`config.mk`:
```
export PLATFORM = sky130hd
export DESIGN_NAME = imem_loader
export DESIGN_NICKNAME = d
export VERILOG_FILES = /design/src/rtl/imem_loader.sv
export SDC_FILE = /design/constraint.sdc
export NUM_CORES = 1
export LEC_CHECK = 0
export CORE_ASPECT_RATIO = 0.75
export CORE_MARGIN = 5
export CORE_UTILIZATION = 46
export CTS_BUF_LIST = sky130_fd_sc_hd__clkbuf_8
export CTS_CLUSTER_DIAMETER = 120
export CTS_CLUSTER_SIZE = 16
export DETAILED_ROUTE_END_ITERATION = 16
export GPL_TIMING_DRIVEN = 0
export PLACE_DENSITY = 0.78
export SYNTH_ARGS = -nofsm -noshare
export SYNTH_HDL_FRONTEND = slang
export SYNTH_SLANG_ARGS = --single-unit
```
`constraint.sdc`:
```
create_clock -name CLK -period 2.5 [get_ports CLK]
set_clock_uncertainty 0.1 [all_clocks]
set_input_delay 0.375 -clock CLK [delete_from_list [all_inputs] [get_ports CLK]]
set_output_delay 0.375 -clock CLK [all_outputs]
set_load 0.01 [all_outputs]
```
`src/rtl/imem_loader.sv`:
```
// Write side of the byte-wide instruction memory: takes 32-bit words over valid/ready
// and writes them LSB-first as four byte beats to an auto-incrementing address.
module imem_loader #(
    parameter int          ADDR_W    = 7,
    parameter int          MEM_BYTES = 128,
    parameter logic [31:0] HALT_WORD = 32'h00000063
) (
    input  logic              CLK,
    input  logic              RST,
    input  logic              start,
    input  logic [ADDR_W-1:0] base_addr,
    input  logic              in_valid,
    output logic              in_ready,
    input  logic [31:0]       in_word,
    output logic              wr_en,
    output logic [ADDR_W-1:0] wr_addr,
    output logic [7:0]        wr_data,
    output logic              busy,
    output logic              cpu_hold,
    output logic              done,
    output logic              overflow,
    output logic [ADDR_W-1:0] word_count
);

    typedef enum logic [2:0] {IDLE, WAIT, WRITE, DONE, ERROR} state_t;

    // One extra pointer bit so the value just past the last slot is representable.
    localparam logic [ADDR_W:0] LAST_SLOT = (ADDR_W + 1)'(MEM_BYTES - 4);

    state_t            state, state_nxt;
    logic [ADDR_W:0]   ptr;
    logic [1:0]        beat_p1;
    logic [23:0]       bytes_p1;
    logic              halt_p1;
    logic              room;

    assign room = (ptr <= LAST_SLOT);

    always_comb begin
        state_nxt = state;
        case (state)
            IDLE, DONE, ERROR: if (start) state_nxt = WAIT;
            WAIT:              if (in_valid) state_nxt = room ? WRITE : ERROR;
            WRITE:             if (beat_p1 == 2'd3) state_nxt = halt_p1 ? DONE : WAIT;
            default:           state_nxt = IDLE;
        endcase
    end

    // Status flags are pure state decodes; leaving DONE/ERROR only happens via start or RST,
    // both of which clear them, so they behave as sticky bits.
    assign in_ready = (state == WAIT);
    assign busy     = (state == WAIT) || (state == WRITE);
    assign cpu_hold = (state != DONE);
    assign done     = (state == DONE);
    assign overflow = (state == ERROR);

    always_ff @(posedge CLK) begin
        if (RST) begin
            state      <= IDLE;
            ptr        <= '0;
            word_count <= '0;
            beat_p1    <= '0;
            halt_p1    <= 1'b0;
            wr_en      <= 1'b0;
            wr_addr    <= '0;
            wr_data    <= '0;
        end else begin
            state <= state_nxt;
            case (state)
                IDLE, DONE, ERROR: begin
                    if (start) begin
                        ptr        <= {1'b0, base_addr & ~ADDR_W'(3)};
                        word_count <= '0;
                    end
                end
                // stage p0 -> p1: handshake latches the word and issues beat 0
                WAIT: begin
                    if (in_valid && room) begin
                        wr_en    <= 1'b1;
                        wr_addr  <= ptr[ADDR_W-1:0];
                        wr_data  <= in_word[7:0];
                        bytes_p1 <= in_word[31:8];
                        halt_p1  <= (in_word == HALT_WORD);
                        beat_p1  <= 2'd0;
                    end
                end
                // stage p1: remaining beats shift out of the byte register
                WRITE: begin
                    if (beat_p1 == 2'd3) begin
                        wr_en      <= 1'b0;
                        ptr        <= ptr + (ADDR_W + 1)'(4);
                        word_count <= word_count + 1'b1;
                    end else begin
                        beat_p1  <= beat_p1 + 2'd1;
                        wr_addr  <= wr_addr + 1'b1;
                        wr_data  <= bytes_p1[7:0];
                        bytes_p1 <= {8'h00, bytes_p1[23:8]};
                    end
                end
                default: ;
            endcase
        end
    end

endmodule

```
==> impl_metrics.ini <==
[outcome]
status = completed

[floorplan]
die_w_um = 101
core_region_area_mm2 = 0.00619
start_util_pct = 46.6
rows = 25
io_pins = 71
die_area_mm2 = 0.00798
die_h_um = 78.6

[pwr]
peakVddDrop_mv = 0.324
power_mw = 2.21
power.density_mw_per_mm2 = 570
p_leak_nw = 1.41

[hold_path]
hold_class = reg2reg

[global_route]
grt_pass1_wl_um = 12300
grt_start_max_net_pins = 25
antenna_found_initial = 0
grt-ovfl-total = 0
grt_pass1_vias = 2561
grt_usage_pct = 19.7

[timing]
tightestPinTransition_ns = 0.634
final.period_utilization_pct = 94.5
relSlewSlack_pct = 57.4
grt_setup_unrepaired = false
final_hold_viol_count = 0
drv_slew = 0
period_needed_ns = 2.36
setup_viol = 0
max_freq_mhz = 423

[detailed_routing]
remaining_drc_errors = 0
vias = 2711
wl_per_cell_um = 15.5
postRouteAntennaNets = 0
highest_layer = met4
drtIter0Drc = 196
viasPerCell = 5.51
wl_met1_um = 3360
drtPass1Iterations = 4
dr_wl_met2_um = 3610
wl_met3_um = 554
wl_um = 7630

[job]
drv_cap = 0

[layout]
num-fill-cells = 541
seq_area_mm2 = 0.00143
multi_input_area_mm2 = 0.00136
final_layout_size_suffix_gt1_share_pct = 7.79
fin_area_mm2 = 0.00387
layout_common_cells = nand2_1 (81), clkdlybuf4s50_1 (67), dfxtp_1 (34)
diodes = 0
syn_to_final_growth_pct = 34.2
fin_nets = 453
layout_commonest_cell = nand2_1

[place]
hpwl_um = 5610
placed_area_mm2 = 0.00366
place.gp.congestion = 0.892
port_buffers = 67

[clock_tree]
htree_levels = 3
ctsLongestPathBuffers = 2
cts_tree = yes
clk_latency_ns = 0.34
root_buffer = clkbuf_8
cts.sinks = 59
cts_made_buffers = 9
path_clk_slew_ns = 0.06

[logic_synthesis]
synth_area_mm2 = 0.00289
ys_seq_elements = 59
synth_fp_nets = 373
yosys_most_used_dff = dfxtp_1
ys_seq_area_share_pct = 49.2
syn_area_per_cell_um2 = 8.85
synth_cell_types = 46
synth-edff-count = 24
yosysWarningCount = 0
syn_inst = 326
ys_async_sr_fraction_pct = 0

[critical_path]
worstPathRequired_ns = 2.03
worstPathArrival_ns = 1.89
crit_type = reg2out
worst_setup_path_start_kind = flip-flop
path_max_fanout = 10
end_kind = output port
==> cell type report <==
cell class                 instances  share of cell area, %
buffer                            19                   2.65
clock buffer                       9                   3.20
clock inverter                     7                   1.39
inverter                           5                  0.484
multi-input combinational        243                   35.2
sequential                        59                   36.8
tap                               81                   2.62
timing repair buffer              69                   17.7
==> cell usage after synthesis, types with 6 or more instances <==
cell      instances  area share [%]
nor3_1           10             1.7
nand3_1           9             1.6
nand2_1          81              11
buf_2             7             1.2
edfxtp_1         24              25
dfxtp_1          35              24
o21ai_0           9             1.6
nor2_1           24             3.1
clkbuf_1          9             1.2
a311oi_1         12             3.6
o21ai_1           6             1.0
a21oi_1          21             3.6
and2_1           13             2.8
==> final timing paths <==
path | from | to | slack (ns) | cells past startpoint
min | halt_p1 | halt_p1 | 0.37 | 2
max reg2reg | beat_p1[0] | bytes_p1[11] | 0.32 | 4
max | state[0] | busy | 0.14 | 5
min reg2reg | halt_p1 | halt_p1 | 0.37 | 2
==> routing by layer <==
layer,GRT usage (%),vias to the layer above
li1,-,1334
met1,26.0,1256
met4,6.77,0
met3,6.04,13
met2,30.7,108
met5,0,-
==> metrics by stage <==
stage	cells	TNS [ns]	hold WS (ns)	util, %	setup slack (ns)
2_1_floorplan	326	0	0.332	-	0.351
3_5_place_dp	474	-6.37	0.371	59.1	-0.266
3_3_place_gp	474	-5.46	0.345	59.1	-0.228
5_1_grt	492	0	0.395	62.5	0.00655
4_1_cts	491	0	0.379	62.3	0.00433
6_report	492	0	0.369	62.5	0.138
==> critical path, stage by stage, from the launching register on <==
cell and delay, ns:
dfxtp_1 0.37, buf_4 0.20, nor3b_4 0.24, buf_6 0.13, or2_1 0.09, clkdlybuf4s50_1 0.53
==> flip-flops by register name, indices dropped and copies added (netlist names) <==
| name | flops |
|---|---|
| wr_data | 8 |
| state | 3 |
| ptr | 6 |
| halt_p1 | 1 |
| wr_addr | 7 |
| bytes_p1 | 24 |
| wr_en | 1 |
| beat_p1 | 2 |
| word_count | 7 |
==> power by group <==
part	switching (mW)	internal [mW]	leakage, nW
Clock	0.349	0.440	0.106
Combinational	0.165	0.172	0.796
Sequential	0.0321	1.05	0.505
==> what timing repair did <==
item                       CTS  global route
buffers inserted             1             1
hold endpoints to repair     0             0
gates resized for setup      4             4
setup endpoints to repair   25             1
hold buffers                 0             0
==> cells by family after synthesis <==
| logic type | after synthesis | synth area share [%] |
|---|---|---|
| buffers and inverters | 24 | 3.81 |
| AND/OR/NAND/NOR | 173 | 30.4 |
| multiplexers | 1 | 0.347 |
| AO/OA/AOI/OAI | 65 | 14.4 |
| flip-flops | 59 | 49.2 |
| adder cells (fa/ha/maj) | 4 | 1.73 |
No activity file was read; power rests on OpenSTA's default activity.
